$ cat src/rtl/pattern_dump_tx.sv
// pattern_dump_tx: snapshots the 8-step drum pattern on a start request and
// streams it to the UART TX byte port as an 11-byte frame:
// header, 8 ASCII-hex step codes (step 0 first), 8-bit checksum, terminator.
module pattern_dump_tx #(
    parameter logic [7:0] HEADER       = 8'hA5,
    parameter logic [7:0] TERM         = 8'h0A,
    parameter int         BUSY_TIMEOUT = 16
) (
    input  logic        clk,
    input  logic        rst,
    input  logic        start,
    input  logic [31:0] pattern,
    input  logic        txready,
    output logic [7:0]  txdata,
    output logic        txclk,
    output logic        busy,
    output logic        done
);

    typedef enum logic [2:0] {
        IDLE,
        LOAD,
        STROBE,
        WAIT_BUSY,
        WAIT_READY,
        DONE
    } state_t;

    localparam logic [7:0] TMO_LAST = 8'(BUSY_TIMEOUT - 1);
    localparam logic [3:0] IDX_CSUM = 4'd9;
    localparam logic [3:0] IDX_LAST = 4'd10;

    state_t      state, state_nx;
    logic [3:0]  idx, idx_nx;
    logic [31:0] snap, snap_nx;
    logic [7:0]  csum, csum_nx;
    logic [7:0]  cnt, cnt_nx;
    logic [7:0]  txdata_nx;
    logic        txclk_nx, busy_nx, done_nx;
    logic [3:0]  step;
    logic [3:0]  nib;
    logic [7:0]  cur_byte;

    // Map a 4-bit step code onto its upper-case ASCII hex character.
    function automatic logic [7:0] hex_ascii(input logic [3:0] n);
        if (n < 4'd10)
            return 8'h30 + {4'h0, n};
        else
            return 8'h37 + {4'h0, n};
    endfunction

    // Select the frame byte for the current index from the snapshot.
    always_comb begin
        step     = idx - 4'd1;
        nib      = snap[{step[2:0], 2'b00} +: 4];
        cur_byte = hex_ascii(nib);
        if (idx == 4'd0)
            cur_byte = HEADER;
        else if (idx == IDX_CSUM)
            cur_byte = csum;
        else if (idx == IDX_LAST)
            cur_byte = TERM;
    end

    // Next-state logic; outputs follow the present state one cycle later so
    // every port comes straight from a flop.
    always_comb begin
        state_nx  = state;
        idx_nx    = idx;
        snap_nx   = snap;
        csum_nx   = csum;
        cnt_nx    = cnt;
        txdata_nx = txdata;
        txclk_nx  = (state == STROBE);
        busy_nx   = (state == LOAD) || (state == STROBE) ||
                    (state == WAIT_BUSY) || (state == WAIT_READY);
        done_nx   = (state == DONE);
        unique case (state)
            IDLE: begin
                // done is still high in the first IDLE cycle; that start is dropped.
                if (start && !busy && !done) begin
                    snap_nx  = pattern;
                    idx_nx   = 4'd0;
                    csum_nx  = 8'h00;
                    state_nx = LOAD;
                end
            end
            LOAD: begin
                if (txready) begin
                    txdata_nx = cur_byte;
                    if (idx <= 4'd8)
                        csum_nx = csum + cur_byte;
                    state_nx = STROBE;
                end
            end
            STROBE: begin
                cnt_nx   = 8'h00;
                state_nx = WAIT_BUSY;
            end
            WAIT_BUSY: begin
                // A UART that never drops ready is assumed to have taken the byte.
                if (!txready || cnt == TMO_LAST)
                    state_nx = WAIT_READY;
                else
                    cnt_nx = cnt + 8'd1;
            end
            WAIT_READY: begin
                if (txready) begin
                    if (idx == IDX_LAST) begin
                        state_nx = DONE;
                    end else begin
                        idx_nx   = idx + 4'd1;
                        state_nx = LOAD;
                    end
                end
            end
            DONE: begin
                state_nx = IDLE;
            end
            default: begin
                state_nx = IDLE;
            end
        endcase
    end

    // State and output registers; reset aborts any frame in flight.
    always_ff @(posedge clk) begin
        if (!rst) begin
            state  <= IDLE;
            idx    <= 4'd0;
            snap   <= 32'h0;
            csum   <= 8'h00;
            cnt    <= 8'h00;
            txdata <= 8'h00;
            txclk  <= 1'b0;
            busy   <= 1'b0;
            done   <= 1'b0;
        end else begin
            state  <= state_nx;
            idx    <= idx_nx;
            snap   <= snap_nx;
            csum   <= csum_nx;
            cnt    <= cnt_nx;
            txdata <= txdata_nx;
            txclk  <= txclk_nx;
            busy   <= busy_nx;
            done   <= done_nx;
        end
    end

endmodule

$ cat config.mk
export PLATFORM = sky130hd
export DESIGN_NAME = pattern_dump_tx
export DESIGN_NICKNAME = d
export VERILOG_FILES = /design/src/rtl/pattern_dump_tx.sv
export SDC_FILE = /design/constraint.sdc
export NUM_CORES = 1
export LEC_CHECK = 0
export CORE_ASPECT_RATIO = 0.7
export CORE_MARGIN = 5
export CORE_UTILIZATION = 49
export DETAILED_ROUTE_END_ITERATION = 10
export PLACE_DENSITY = 0.75
export SLEW_MARGIN = 5
export SYNTH_ARGS = -nofsm -noshare
export SYNTH_HDL_FRONTEND = slang
export SYNTH_SLANG_ARGS = --single-unit
$ cat constraint.sdc
create_clock -name clk -period 3.8 [get_ports clk]
set_input_delay 0.38 -clock clk [delete_from_list [all_inputs] [get_ports clk]]
set_output_delay 0.38 -clock clk [all_outputs]
set_load 0.005 [all_outputs]
==> results of run 1 <==
-- power breakdown --
part           switching, uW  total [uW]  internal, uW
clock network            260         575           314
registers                115         940           825
logic                    594        1080           490
-- flip-flops by register name, indices dropped and copies added, names as in the netlist --
signal and flops:
idx 4, txclk 1, txdata 8, cnt 8, state 3, busy 1
csum 8, snap 32, done 1
-- path summary, 6_finish.rpt --
kind / cells after the start / slack, ps / endpoint / start
worst min-delay path: 2 / 470 / txdata[1]$_SDFFE_PN0P_ / txdata[1]$_SDFFE_PN0P_
worst min register to register: 2 / 470 / txdata[1]$_SDFFE_PN0P_ / txdata[1]$_SDFFE_PN0P_
worst max register to register: 15 / 220 / csum[6]$_SDFFE_PN0P_ / idx[1]$_SDFFE_PN0P_
worst max-delay path: 15 / 220 / csum[6]$_SDFFE_PN0P_ / idx[1]$_SDFFE_PN0P_
-- tightest hold or removal path, cell delays in order (launching register included) --
cell	delay, ps
dfxtp_1	310
nand2_1	50
a21boi_0	60
-- area by class of cell --
class,instances,area share
Timing Repair Buffer,55,0.125
Sequential cell,66,0.313
Multi-Input combinational cell,299,0.485
Inverter,4,0.00355
Clock inverter,5,0.0130
Clock buffer,10,0.0326
Tap cell,94,0.0278
-- through the flow --
step | power, uW | hold slack, ps | cell area, um^2 | util
final | 2600 | 471 | 4230 | 0.625
after CTS | 2580 | 473 | 4190 | 0.620
after global routing | 2790 | 496 | 4230 | 0.625
after floorplan | 1700 | 440 | 3440 | -
after detailed placement | 2000 | 462 | 4000 | 0.591
after global placement | 1970 | 458 | 4000 | 0.591
-- metal layers --
metal | wire (um) | vias up | part of all wire
li1 | - | 1453 | -
met1 | 3670 | 1340 | 0.48
met2 | 3340 | 65 | 0.44
met3 | 521 | 7 | 0.069
met4 | 61 | 0 | 0.0080
met5 | 0 | - | 0
-- cells by family after synthesis --
| logic type | Yosys count | share of synthesized area |
|---|---|---|
| fa+ha+maj | 15 | 0.0571 |
| flops | 66 | 0.387 |
| compound gates | 92 | 0.190 |
| mux | 16 | 0.0788 |
| simple gates | 160 | 0.212 |
| xor+xnor | 16 | 0.0465 |
| buf+inv | 25 | 0.0286 |
-- what timing repair did --
item,4_1_cts,5_1_grt
resized for setup,1,6
endpoints found under the setup margin,2,2
hold endpoints to repair,0,0
buffers inserted,0,1
-- cell usage after synthesis (all sizes together), types with 7 or more instances --
library cell,number,area share
mux2i,7,0.023
nand3,15,0.022
a21oi,14,0.022
clkbuf,19,0.021
xnor2,7,0.018
ha,14,0.051
nand2,86,0.095
mux4,8,0.053
o21ai,16,0.023
a21boi,38,0.084
nor2,24,0.026
dfxtp,66,0.39
xor2,9,0.029
==> summary.md, run 1 <==
| Metric | Value |
|---|---|
| CTS Hold Bufs | 0 |
| Tcrit/Tclk final | 0.942 |
| Status | complete, no violations |
| Core Area | 6760 um^2 |
| CTS tree | built |
| GP Congestion | 0.873 |
| Via count | 2865 |
| Syn. warnings | 0 |
| TritonCTS sink count | 66 |
| Setup Viol. Count Final | 0 |
| Final Max Slew Viols | 0 |
| Slowest stage delay, CP | 400 ps |
| WL/cell | 14.2 um |
| Worst setup path class | reg2reg |
| # IOs | 47 |
| Detailed-route DRC error count | 0 |
| CTS H-tree depth | 3 |
| Final Non-Filler Cells | 533 |
| Met3 Use GR | 0.0606 |
| Pre-CTS setup slack | -10.7 ps |
| Layout cells sized above 1 | 0.112 |
| Met1 usage | 0.266 |
| Critical path peak fanout | 5 |
| Relative slew margins | 0.504 |
| Leakage | 0.00158 uW |
| Max Freq | 279 MHz |
| Met2 Use GR | 0.278 |
| HP Class | reg2reg |
| Clock Path Buffers | 2 |
| Placed cell count | 517 |
| Final hold violation count | 0 |
| Synth Cell Area | 3420 um^2 |
| Worst setup skew after layout | 7.64 ps |
| Worst vdd rail ir drop | 0.252 mV |
| Top_reg_cell synth | dfxtp_1 |
| P&R area growth vs syn | 23.7% |
| Starting DRC count in detailed routing | about 170 |
| Critical path arrival | 3810 ps |
| Critical path, cell by cell | inv_1 -> ha_1 -> xor2_4 -> mux2i_4 -> a21oi_2 -> xnor2_1 -> a221o_1 -> ha_1 -> fa_1 -> a21o_1 -> a21oi_2 -> o21bai_1 -> a21oi_1 -> xor2_1 -> o21ai_0 |
| N_diodes | 0 |
| CP endpoint kind | flip-flop |
| Remaining Overflow, GRT | 0 |
| First-pass GRT wire length | 13100 um |
| Initial antenna violation count | 0 |
| Yosys reg bits | 66 |
| Most used routing layer | met2 |
| Worst setup margin | approximately 220 ps |
| Slew @ Worst Pin | 741 ps |
| DR vias/cell | 5.38 |
| Largest net degree at the start of global routing | 39 |
| Register area | ~1300 um^2 |
| Top delay family on crit path | compound AO/OA/AOI/OAI gates |
| Post-route ant nets | 0 |
| Fin crit period | 3580 ps |
| Post-route setup TNS | 0 ps |
| Req. time, crit path | 4030 ps |
| Crit path buffers/inverters | 1 |
| Yosys cell types | 53 |
| Multi-input gate area | 2050 um^2 |
| Max-cap violations | 0 |
| FILL cells | 607 |
| HPWL after detailed placement | 5660 um |
| Input/output buffers | 46 |
| Total CTS buffers | 9 |
| Site Rows | 25 |
| DRT Pass-1 Iters | 4 |
| Layout Nets | 486 |
| WL final | 7590 um |
| CP max-delay cell | fa_1 |
| EDFF count, synth | 0 |
| Async SR Flop Fraction | 0 |
| Initial core utilization | 0.506 |
| Commonest non-fill, non-tap cells in the layout | 86 x nand2_1, 65 x dfxtp_1, 46 x clkdlybuf4s50_1 |
| Syn_area_per_cell | 8.76 um^2 |
| DIE WIDTH | 110 um |
| Register clock-pin slew on the reported worst setup and hold paths | 70 ps |
| Vias in the first global route | 2789 |
| Startpoint types | flip-flop |
| Synth Instances | 390 |
| Most common cell after layout, fill and taps aside | nand2_1 |
| Pwr/cell area | approximately 610 nW/um^2 |
| All-layer global routing usage | 0.191 |
| Register area share after synthesis | 0.387 |
| Clk Latency, worst-skew pair | 340 ps |
| CTS root buf | clkbuf_8 |
| Syn Nets | approximately 440 |
| Area of the die | ~8800 um^2 |
| Die Y | 79.9 um |
Power figures use the tool's default switching activity.
==> inputs of run 2 (changes only) <==
--- a/config.mk
+++ b/config.mk
@@ -10,7 +10,7 @@
 export CORE_UTILIZATION = 49
 export DETAILED_ROUTE_END_ITERATION = 10
 export PLACE_DENSITY = 0.75
-export SLEW_MARGIN = 5
+export SLEW_MARGIN = 20
 export SYNTH_ARGS = -nofsm -noshare
 export SYNTH_HDL_FRONTEND = slang
 export SYNTH_SLANG_ARGS = --single-unit
==> results of run 2 <==
Same layout as run 1: the final DEF is identical, and so are final timing and power.
==> inputs of run 3 (changes only) <==
--- a/config.mk
+++ b/config.mk
@@ -5,10 +5,12 @@
 export SDC_FILE = /design/constraint.sdc
 export NUM_CORES = 1
 export LEC_CHECK = 0
+export ABC_CLOCK_PERIOD_IN_PS = 3800
 export CORE_ASPECT_RATIO = 0.7
 export CORE_MARGIN = 5
 export CORE_UTILIZATION = 49
 export DETAILED_ROUTE_END_ITERATION = 10
+export MAX_ROUTING_LAYER = met4
 export PLACE_DENSITY = 0.75
 export SLEW_MARGIN = 20
 export SYNTH_ARGS = -nofsm -noshare
==> summary.md, run 3 (same netlist as run 1, synthesis figures left out) <==
| Metric | Value |
|---|---|
| # IOs | 47 |
| Vias in the first global route | 2797 |
| CTS H-tree depth | 3 |
| Site Rows | 25 |
| Leakage | 0.00159 uW |
| Initial core utilization | 0.506 |
| Largest Register | snap |
| Net switching power | between 900 and 1000 uW |
| FILL cells | 601 |
| Hold EP | txdata[1]$_SDFFE_PN0P_ |
| Area of the die | 8770 um^2 |
| Worst r2r dst | csum[6]$_SDFFE_PN0P_ |
| Pre-CTS setup slack | -10.7 ps |
| CTS root buf | clkbuf_8 |
| Slowest stage delay, CP | around 400 ps |
| Critical path peak fanout | 9 |
| R2R cell count | 15 |
| CTS tree | built |
| Relative slew margins | 0.503 |
| Startpoint types | flip-flop |
| Status | complete, no violations |
| Max-cap violations | 0 |
| Critical path, cell by cell | inv_1 -> ha_4 -> mux4_2 -> mux2i_2 -> a21oi_2 -> xnor2_1 -> a221o_1 -> ha_1 -> fa_1 -> a21o_1 -> a21oi_2 -> o21bai_1 -> a21oi_1 -> xor2_1 -> o21ai_0 |
| Final Non-Filler Cells | 534 |
| M1 WL | ~3700 um |
| Power Internal | 1650 uW |
| Pwr/cell area | 618 nW/um^2 |
| Critical path arrival | approximately 3800 ps |
| DIE WIDTH | ~110 um |
| Detailed-route DRC error count | 0 |
| Final hold violation count | 0 |
| N_diodes | 0 |
| Reg2Reg Setup Slack | about 240 ps |
| Initial antenna violation count | 0 |
| Clock share of power | 0.219 |
| Design Power | ~2600 uW |
| Req. time, crit path | a little over 4000 ps |
| RSZ-0062 raised after global routing | no |
| WL/cell | 14.2 um |
| Worst vdd rail ir drop | 0.254 mV |
| Via count | 2887 |
| WL met3 | about 510 um |
| Most common cell after layout, fill and taps aside | nand2_1 |
| GP Congestion | 0.888 |
| Final Max Slew Viols | 0 |
| DR WL met2 | 3270 um |
| First-pass GRT wire length | around 13000 um |
| Number of flip-flops in the largest register | 32 |
| Tcrit/Tclk final | 0.937 |
| P&R area growth vs syn | 24.3% |
| Slew @ Worst Pin | 743 ps |
| Input/output buffers | 46 |
| Most frequent CP cell | a21oi_2 |
| Setup Viol. Count Final | 0 |
| Max Freq | between 200 and 300 MHz |
| Commonest non-fill, non-tap cells in the layout | 86 x nand2_1, 65 x dfxtp_1, 46 x clkdlybuf4s50_1 |
| Worst setup margin | between 200 and 250 ps |
| Fin crit period | 3560 ps |
| DRT Pass-1 Iters | 4 |
| Hold path cells | 2 |
| Remaining Overflow, GRT | 0 |
| Hold path startpoint | txdata[1]$_SDFFE_PN0P_ |
| Clk Latency, worst-skew pair | 350 ps |
| Total CTS buffers | 9 |
| CTS Hold Bufs | 0 |
| Post-route ant nets | 0 |
| Starting DRC count in detailed routing | 243 |
| Sw Ratio | 0.371 |
| Worst setup path class | reg2reg |
| Combinational power share | 0.423 |
| Beginning of the worst register-to-register path | idx[1]$_SDFFE_PN0P_ |
| Worst setup skew after layout | between 7 and 8 ps |
| Placed cell count | roughly 520 |
| Die Y | 79.9 um |
| Largest net degree at the start of global routing | 39 |
| Core Area | a little under 7000 um^2 |
| All-layer global routing usage | 0.195 |
| CP endpoint kind | flip-flop |
| HP Class | reg2reg |
| CP max-delay cell | fa_1 |
| WL final | around 7600 um |
| Layout Nets | 487 |
| Clock Path Buffers | 2 |
| DR vias/cell | 5.41 |
| Register clock-pin slew on the reported worst setup and hold paths | around 70 ps |
| HPWL after detailed placement | 5660 um |
| Highest metal used | met4 |
| Seq pwr share | 0.358 |
| TritonCTS sink count | 66 |
| Layout cells sized above 1 | 0.114 |
-- run 3: changes by cell type in the layout (fill, tap and decap cells not counted), sizes merged --
cell,change
buf,+1
-- run 3: area by class of cell --
type	count	area [um^2]	area share
flip-flops and latches	66	1320	0.312
multi-input cells	299	2050	0.483
clock buffers	10	138	0.0324
well taps	94	118	0.0277
clock inverters	5	55.1	0.0130
inverters	4	15.0	0.00354
repair buffers	56	548	0.129
-- run 3: power groups by stage --
stage | clock (uW) | sequential [uW] | combinational [uW]
after CTS | 588 | 937 | 1060
after global routing | 624 | 956 | 1230
after detailed placement | 0 | 952 | 1050
after global placement | 0 | 952 | 1020
after floorplan | 0 | 900 | 801
final | 574 | 939 | 1110
-- run 3: routing by layer --
| metal | vias to the layer above | track usage |
|---|---|---|
| met1 | 1345 | 0.267 |
| li1 | 1459 | - |
| met5 | - | - |
| met4 | 0 | 0.0623 |
| met3 | 7 | 0.0558 |
| met2 | 76 | 0.278 |
-- run 3: timing repair --
action | in CTS | in global routing
resized for setup | 1 | 6
setup endpoints to repair | 2 | 2
buffers inserted | 0 | 2
endpoints found under the hold margin | 0 | 0
-- run 3: how the worst max path moves through the flow --
stage / start / to / slack (ps) / depth (start not counted)
floorplan: idx[0]$_SDFFE_PN0P_ / csum[7]$_SDFFE_PN0P_ / 20 / 16
global placement: idx[1]$_SDFFE_PN0P_ / csum[6]$_SDFFE_PN0P_ / 130 / 15
detailed placement: idx[1]$_SDFFE_PN0P_ / csum[6]$_SDFFE_PN0P_ / -10 / 15
CTS: idx[1]$_SDFFE_PN0P_ / csum[6]$_SDFFE_PN0P_ / 40 / 15
global route: idx[1]$_SDFFE_PN0P_ / csum[6]$_SDFFE_PN0P_ / 30 / 15
finish: idx[1]$_SDFFE_PN0P_ / csum[6]$_SDFFE_PN0P_ / 240 / 15
-- run 3: worst max-delay path: cells and delay by family (launching register included) --
family                     cells  cell delay (ps)
AOI/OAI and AO/OA              7             1120
xor gates and xnor gates       2              290
adders and majority gates      3              970
muxes                          2              580
buffers and inverters          1              110
DFF                            1              370
-- run 3: stage by stage --
stage	hold slack [ps]	TNS [ps]	util	area (um^2)
2_1_floorplan	440	0	-	3440
3_3_place_gp	458	0	0.591	4000
3_5_place_dp	462	-10.7	0.591	4000
4_1_cts	473	0	0.620	4190
5_1_grt	496	0	0.628	4250
6_report	468	0	0.628	4250
